File: config.mk
export PLATFORM = sky130hd
export DESIGN_NAME = lpddr5_timing_gate
export DESIGN_NICKNAME = d
export VERILOG_FILES = /design/src/rtl/lpddr5_controller_enum.sv /design/src/rtl/lpddr5_params.sv /design/src/rtl/lpddr5_timing_gate_pkg.sv /design/src/rtl/lpddr5_bank_timer.sv /design/src/rtl/lpddr5_timing_gate.sv
export SDC_FILE = /design/constraint.sdc
export NUM_CORES = 1
export LEC_CHECK = 0
export ABC_AREA = 1
export ABC_CLOCK_PERIOD_IN_PS = 7000
export BUFFER_PORTS_ARGS = -buffer_cell sky130_fd_sc_hd__buf_2
export CORE_MARGIN = 8
export CORE_UTILIZATION = 60
export DETAILED_ROUTE_END_ITERATION = 7
export PLACE_DENSITY = 0.77
export SYNTH_ARGS = -nofsm -noshare
export SYNTH_HDL_FRONTEND = slang
export SYNTH_SLANG_ARGS = --single-unit
File: constraint.sdc
create_clock -name clk -period 7 [get_ports clk]
set_clock_uncertainty 0.05 [all_clocks]
set_input_delay 0.7 -clock clk [delete_from_list [all_inputs] [get_ports clk]]
set_output_delay 0.7 -clock clk [all_outputs]
set_load 0.1 [all_outputs]
File: src/rtl/lpddr5_controller_enum.sv
// DRAM command encoding shared by the LPDDR5 controller blocks.
// The ordinals are fixed; other blocks decode them directly.
package lpddr5_controller_enum;

  typedef enum logic [2:0] {
    CMD_NOP = 3'd0,
    CMD_ACT = 3'd1,
    CMD_RD  = 3'd2,
    CMD_WR  = 3'd3,
    CMD_PRE = 3'd4,
    CMD_REF = 3'd5
  } dram_cmd_t;

endpackage

File: src/rtl/lpddr5_params.sv
// Default LPDDR5 timing values in controller clock cycles.
package lpddr5_params;

  localparam int tRCD  = 4;
  localparam int tRP   = 4;
  localparam int tRAS  = 10;
  localparam int tWR   = 6;
  localparam int tCCD  = 2;
  localparam int tRFC  = 20;
  localparam int tREFI = 3900;

endpackage

File: src/rtl/lpddr5_timing_gate_pkg.sv
// Types local to the timing gate: the per-cycle decision taken on a request.
package lpddr5_timing_gate_pkg;

  // WAIT: nothing consumed (no request, or timing/backpressure hold)
  // ISSUE: consumed and driven onto the DRAM bus next cycle
  // DROP: consumed as protocol-illegal, error pulse next cycle
  // SKIP: consumed NOP request, no effect
  typedef enum logic [1:0] {
    DEC_WAIT  = 2'd0,
    DEC_ISSUE = 2'd1,
    DEC_DROP  = 2'd2,
    DEC_SKIP  = 2'd3
  } gate_dec_t;

endpackage

File: src/rtl/lpddr5_bank_timer.sv
// Per-bank open/closed state, open row and the bank-local spacing counters.
// The *_ok outputs report timing only; state legality is decided by the top.
module lpddr5_bank_timer #(
  parameter int ROW_W = 16,
  parameter int TW    = 8,
  parameter int T_RCD = 4,
  parameter int T_RP  = 4,
  parameter int T_RAS = 10,
  parameter int T_WR  = 6
) (
  input  logic             clk,
  input  logic             rst_n,
  input  logic             act_go,
  input  logic             wr_go,
  input  logic             pre_go,
  input  logic [ROW_W-1:0] act_row,
  output logic             is_open,
  output logic [ROW_W-1:0] open_row,
  output logic             act_ok,
  output logic             rw_ok,
  output logic             pre_ok
);

  localparam logic [TW-1:0] RCD_LD = TW'(T_RCD - 1);
  localparam logic [TW-1:0] RP_LD  = TW'(T_RP - 1);
  localparam logic [TW-1:0] RAS_LD = TW'(T_RAS - 1);
  localparam logic [TW-1:0] WR_LD  = TW'(T_WR - 1);
  localparam logic [TW-1:0] ONE    = TW'(1);

  logic [TW-1:0] rcd_r, rp_r, ras_r, wr_r;

  // Bank open flag and captured row; ACT opens, PRE closes.
  always_ff @(posedge clk or negedge rst_n) begin
    if (!rst_n) begin
      is_open  <= 1'b0;
      open_row <= '0;
    end else if (act_go) begin
      is_open  <= 1'b1;
      open_row <= act_row;
    end else if (pre_go) begin
      is_open  <= 1'b0;
    end
  end

  // Spacing counters: a load on issue takes priority over the decrement.
  always_ff @(posedge clk or negedge rst_n) begin
    if (!rst_n) begin
      rcd_r <= '0;
      rp_r  <= '0;
      ras_r <= '0;
      wr_r  <= '0;
    end else begin
      if (act_go)              rcd_r <= RCD_LD;
      else if (rcd_r != '0)    rcd_r <= rcd_r - ONE;
      if (pre_go)              rp_r  <= RP_LD;
      else if (rp_r != '0)     rp_r  <= rp_r - ONE;
      if (act_go)              ras_r <= RAS_LD;
      else if (ras_r != '0)    ras_r <= ras_r - ONE;
      if (wr_go)               wr_r  <= WR_LD;
      else if (wr_r != '0)     wr_r  <= wr_r - ONE;
    end
  end

  assign act_ok = (rp_r == '0);
  assign rw_ok  = (rcd_r == '0);
  assign pre_ok = (ras_r == '0) && (wr_r == '0);

endmodule

File: src/rtl/lpddr5_timing_gate.sv
// Timing and state gate between the scheduler and the DRAM command pins.
// Holds a request until its bank and global spacing constraints are met,
// drops state-illegal requests with an error pulse, and registers the bus.
module lpddr5_timing_gate
  import lpddr5_controller_enum::*;
  import lpddr5_timing_gate_pkg::*;
#(
  parameter int BANKS = 16,
  parameter int ROW_W = 16,
  parameter int COL_W = 10,
  parameter int TW    = 8,
  parameter int T_RCD = lpddr5_params::tRCD,
  parameter int T_RP  = lpddr5_params::tRP,
  parameter int T_RAS = lpddr5_params::tRAS,
  parameter int T_WR  = lpddr5_params::tWR,
  parameter int T_CCD = lpddr5_params::tCCD,
  parameter int T_RFC = lpddr5_params::tRFC,
  localparam int BW   = $clog2(BANKS)
) (
  input  logic             clk,
  input  logic             rst_n,
  input  logic             req_valid,
  input  dram_cmd_t        req_cmd,
  input  logic [BW-1:0]    req_bank,
  input  logic [ROW_W-1:0] req_row,
  input  logic [COL_W-1:0] req_col,
  output logic             req_ready,
  input  logic             phy_ready,
  output dram_cmd_t        dram_cmd,
  output logic [BW-1:0]    dram_bank,
  output logic [ROW_W-1:0] dram_row,
  output logic [COL_W-1:0] dram_col,
  output logic [BANKS-1:0] bank_open,
  output logic             err_illegal
);

  localparam logic [TW-1:0] CCD_LD = TW'(T_CCD - 1);
  localparam logic [TW-1:0] RFC_LD = TW'(T_RFC - 1);
  localparam logic [TW-1:0] ONE    = TW'(1);

  logic [BANKS-1:0] open_s, act_ok_s, rw_ok_s, pre_ok_s, hit_s;
  logic [ROW_W-1:0] row_tab_s [BANKS];
  logic [TW-1:0]    ccd_r, rfc_r;
  gate_dec_t        dec_s;
  logic             issue_s, go_s;
  logic             act_go_s, rd_go_s, wr_go_s, pre_go_s, ref_go_s;

  for (genvar i = 0; i < BANKS; i++) begin : g_bank
    assign hit_s[i] = (req_bank == BW'(i));
    lpddr5_bank_timer #(
      .ROW_W(ROW_W), .TW(TW),
      .T_RCD(T_RCD), .T_RP(T_RP), .T_RAS(T_RAS), .T_WR(T_WR)
    ) u_timer (
      .clk      (clk),
      .rst_n    (rst_n),
      .act_go   (act_go_s && hit_s[i]),
      .wr_go    (wr_go_s && hit_s[i]),
      .pre_go   (pre_go_s && hit_s[i]),
      .act_row  (req_row),
      .is_open  (open_s[i]),
      .open_row (row_tab_s[i]),
      .act_ok   (act_ok_s[i]),
      .rw_ok    (rw_ok_s[i]),
      .pre_ok   (pre_ok_s[i])
    );
  end

  // Common issue condition: refresh window closed and PHY accepting.
  assign go_s = (rfc_r == '0) && phy_ready;

  // Legality mux: state violations are dropped regardless of timers/PHY,
  // state-legal requests wait for timing; unknown encodings are dropped.
  always_comb begin
    dec_s = DEC_WAIT;
    if (!req_valid) begin
      dec_s = DEC_WAIT;
    end else begin
      case (req_cmd)
        CMD_NOP: dec_s = DEC_SKIP;
        CMD_ACT: begin
          if (open_s[req_bank])                 dec_s = DEC_DROP;
          else if (go_s && act_ok_s[req_bank])  dec_s = DEC_ISSUE;
          else                                  dec_s = DEC_WAIT;
        end
        CMD_RD, CMD_WR: begin
          if (!open_s[req_bank])                                  dec_s = DEC_DROP;
          else if (go_s && rw_ok_s[req_bank] && (ccd_r == '0))    dec_s = DEC_ISSUE;
          else                                                    dec_s = DEC_WAIT;
        end
        CMD_PRE: begin
          if (!open_s[req_bank])                dec_s = DEC_DROP;
          else if (go_s && pre_ok_s[req_bank])  dec_s = DEC_ISSUE;
          else                                  dec_s = DEC_WAIT;
        end
        CMD_REF: begin
          if (|open_s)                          dec_s = DEC_DROP;
          else if (go_s && (&act_ok_s))         dec_s = DEC_ISSUE;
          else                                  dec_s = DEC_WAIT;
        end
        default: dec_s = DEC_DROP;
      endcase
    end
  end

  assign req_ready = (dec_s != DEC_WAIT);
  assign issue_s   = (dec_s == DEC_ISSUE);
  assign act_go_s  = issue_s && (req_cmd == CMD_ACT);
  assign rd_go_s   = issue_s && (req_cmd == CMD_RD);
  assign wr_go_s   = issue_s && (req_cmd == CMD_WR);
  assign pre_go_s  = issue_s && (req_cmd == CMD_PRE);
  assign ref_go_s  = issue_s && (req_cmd == CMD_REF);
  assign bank_open = open_s;

  // Global RD/WR spacing and refresh recovery counters; load beats decrement.
  always_ff @(posedge clk or negedge rst_n) begin
    if (!rst_n) begin
      ccd_r <= '0;
      rfc_r <= '0;
    end else begin
      if (rd_go_s || wr_go_s)  ccd_r <= CCD_LD;
      else if (ccd_r != '0)    ccd_r <= ccd_r - ONE;
      if (ref_go_s)            rfc_r <= RFC_LD;
      else if (rfc_r != '0)    rfc_r <= rfc_r - ONE;
    end
  end

  // Registered DRAM bus: one-cycle command, address fields held between issues.
  // For RD/WR/PRE the row field carries the bank's open row being accessed.
  always_ff @(posedge clk or negedge rst_n) begin
    if (!rst_n) begin
      dram_cmd    <= CMD_NOP;
      dram_bank   <= '0;
      dram_row    <= '0;
      dram_col    <= '0;
      err_illegal <= 1'b0;
    end else begin
      err_illegal <= (dec_s == DEC_DROP);
      if (issue_s) begin
        dram_cmd  <= req_cmd;
        dram_bank <= req_bank;
        dram_col  <= req_col;
        dram_row  <= (req_cmd == CMD_ACT) ? req_row : row_tab_s[req_bank];
      end else begin
        dram_cmd  <= CMD_NOP;
      end
    end
  end

endmodule

==> run summary <==
endpoint class of the critical path -> flop
fmax -> 213 MHz
Syn Std Cell Area -> 44,000 sq um
hold_buf cts -> 0
worst slew pin tran -> 1.18 ns
# DRC -> 0
die area -> 82,300 sq um
Root Driver -> clkbuf_16
Initial Util -> 60.4%
worst min path class -> in -> async
Die H -> 287 microns
Bufs on Longest Clock Path -> 3
min cycle time layout -> 4.70 ns
core area -> 72,800 sq um
Yosys warning count -> 0
DP HPWL -> 73.2 mm
max_cap viols -> 0
Worst Path Arrival -> 5.22 ns
Avg Cell Area, Syn -> 8.10 sq um
ANT nets after route -> 0
drt total wl -> 115 mm
vias per inst -> 5.60
LEAKAGE -> 22.2 nW
PortBufs -> 87
Yosys reg bits -> 834
number of buffers created by CTS -> 89
Yosys top cell by area -> dfrtp_1
Post-layout nets -> 5,593
H-tree Lvls -> 3
post-CTS sizing -> 0
Cell Pwr Density -> 324 nW/um^2
VDD IR max -> 0.237 mV
syn_nets -> 5,599
# Post-CTS Setup Buffers -> 0
grt ovf -> 0
RSZ-0062 raised after global routing -> false
final count of negative-setup-slack endpoints -> 0
crit-path max FO -> 74
post-synth cell types -> 43
total iterations of the first detailed-routing run -> 6
Final period util -> 67.1%
DR WL/cell -> 17.8 microns
Hold Vio Cnt, Final -> 0
Layout Cells excl Fill -> 6,463
Die W -> 287 microns
ranking of synthesized cells by area -> dfrtp_1, nand2_1, nor2_1
largest net degree at the start of global routing -> 150
CTS clk-pin slew, worst paths -> 0.06 ns
Seq/Total Area, Yosys -> 47.4%
async set-reset flop share out of synthesis -> 100%
fraction of layout instances using a drive strength above 1 -> 7.38%
status -> finished clean
total track usage -> 27.6%
Starting DRT DRC Count -> 3,453
Cells after Synth -> 5,431
Post-synth top cells -> nand2_1, nor2_1, dfrtp_1
I/O pins -> 88
CTS sink count -> 834
routability-driven placement congestion ratio -> 0.887
Clock Latency Late Sink -> 0.65 ns
setup TNS -> 0 ns
vias in the first global route -> 34,800
Synth top area share -> 47.4%
count leader, synth -> nand2_1
Slew headroom -> 21.2%
placed cells -> 6,293
Setup CP Type -> reg -> reg
Layout area overhead -> 9.23%
required time of the critical path -> 7.52 ns
EDFF count, synth -> 0
Worst setup SP type -> flop
final slew viol count -> 0
row count -> 99
initial antenna violation count -> 5
first-pass GRT wire length -> 185 mm
via count -> 36,200
Synth Flop Type -> dfrtp_1
TritonCTS clock tree -> done
-- state kept, by name (all words and copies together), names as in the netlist --
name and cells:
g_bank.u_timer.is_open 16, dram_bank 4, ccd_r 8, g_bank.u_timer.rcd_r 128
dram_row 16, rfc_r 8, dram_col 10, g_bank.u_timer.ras_r 128
g_bank.u_timer.wr_r 128, g_bank.u_timer.open_row 256, dram_cmd 3, g_bank.u_timer.rp_r 128
err_illegal 1
-- report_power, final --
| group | switching (mW) | leakage [nW] | total (mW) | internal, mW |
|---|---|---|---|---|
| Sequential | 1.01 | 8.78 | 7.06 | 6.05 |
| Combinational | 2.19 | 11.9 | 3.63 | 1.44 |
| Clock | 1.99 | 1.50 | 4.86 | 2.87 |
-- placed cells by master, fill, tap and decap left out, types with 7 or more instances in the layout --
cell       count
buf_4         52
nand3_1      445
nor2_2        48
inv_2          8
or3_1         10
xor2_1       146
ha_1         131
nand4_1       39
a221oi_1       8
dfrtp_1      834
a22oi_1        7
o221ai_1       7
nand2_1     1000
nor3_1        85
o21ai_1        7
o22ai_1      110
o21bai_1     273
clkbuf_8      23
xnor2_1      152
inv_1        668
clkinv_2      16
nor2_1       837
o21ai_0      176
buf_2         86
clkbuf_1      23
nor4_1        35
or2_2         51
clkbuf_16     91
a21oi_1       79
-- critical path: stages, from the launching register on --
cell	delay, ns
dfrtp_1	0.37
inv_1	0.13
ha_1	0.17
nand3_1	0.07
nor2_1	0.48
inv_1	0.18
nor3_1	0.38
nand2_1	0.09
nor2_1	0.11
nor2_1	0.12
nand3_1	0.14
nand2_1	0.10
nand2_4	0.15
nand3_4	0.45
nor2_4	0.31
buf_4	0.31
buf_4	0.66
nand3_1	0.17
nand2_1	0.12
-- area by class of cell --
cell class | count | area, sq um
multi-input cells | 3678 | 19500
clock buffers | 137 | 2680
well taps | 959 | 1200
inverters | 678 | 2540
repair buffers | 144 | 936
fillers | 5948 | 24800
clock inverters | 30 | 354
flip-flops and latches | 834 | 20900
diodes | 3 | 7.51
-- per-layer routing --
layer / wire [microns] / global-route usage, % / vias to the layer above / share of wire, %
met3: 9810 / 5.34 / 384 / 8.5
met5: 7 / 0 / - / 0.0061
li1: - / - / 17200 / -
met2: 52400 / 44.1 / 1389 / 46
met4: 5790 / 12.1 / 2 / 5.0
met1: 46900 / 36.5 / 17200 / 41
-- logic make-up (layout without fill, tap and decap cells) --
kind of cell | after synthesis | in the layout | synth area share (%)
buffers and inverters | 919 | 989 | 8.48
adder cells (fa/ha/maj) | 131 | 131 | 3.72
flip-flops | 834 | 834 | 47.4
other | 0 | 3 | 0
multiplexers | 2 | 2 | 0.0455
AO/OA/AOI/OAI | 680 | 680 | 9.85
AND/OR/NAND/NOR | 2567 | 2567 | 24.6
XOR/XNOR | 298 | 298 | 5.93
-- path summary, 6_finish.rpt --
check | startpoint | end | slack [ns] | depth (start not counted)
min reg2reg | dram_col[0] | dram_col[0] | 0.43 | 2
max | g_bank[5].u_timer.rp_r[0] | g_bank[9].u_timer.open_row[5] | 2.30 | 18
min in group clk | req_col[4] | dram_col[4] | 0.19 | 3
max reg2reg | g_bank[5].u_timer.rp_r[0] | g_bank[9].u_timer.open_row[5] | 2.30 | 18
max in group asynchronous | rst_n | g_bank[0].u_timer.ras_r[1] | 5.34 | 2
min | rst_n | g_bank[5].u_timer.wr_r[4] | 0.03 | 1
-- through the flow --
step / hold slack [ns] / cell area (sq um) / util, % / total power, mW / setup slack (ns)
6_report: 0.0258 / 48100 / 66.0 / 15.6 / 2.30
5_1_grt: 0.0833 / 48100 / 66.0 / 16.5 / 1.81
4_1_cts: 0.0483 / 48100 / 66.0 / 15.6 / 2.36
3_5_place_dp: 0.410 / 45000 / 61.8 / 10.7 / 2.08
3_3_place_gp: 0.408 / 45000 / 61.8 / 10.5 / 2.19
2_1_floorplan: 0.354 / 44000 / - / 9.82 / 3.63
No activity file was read; power rests on OpenSTA's default activity.
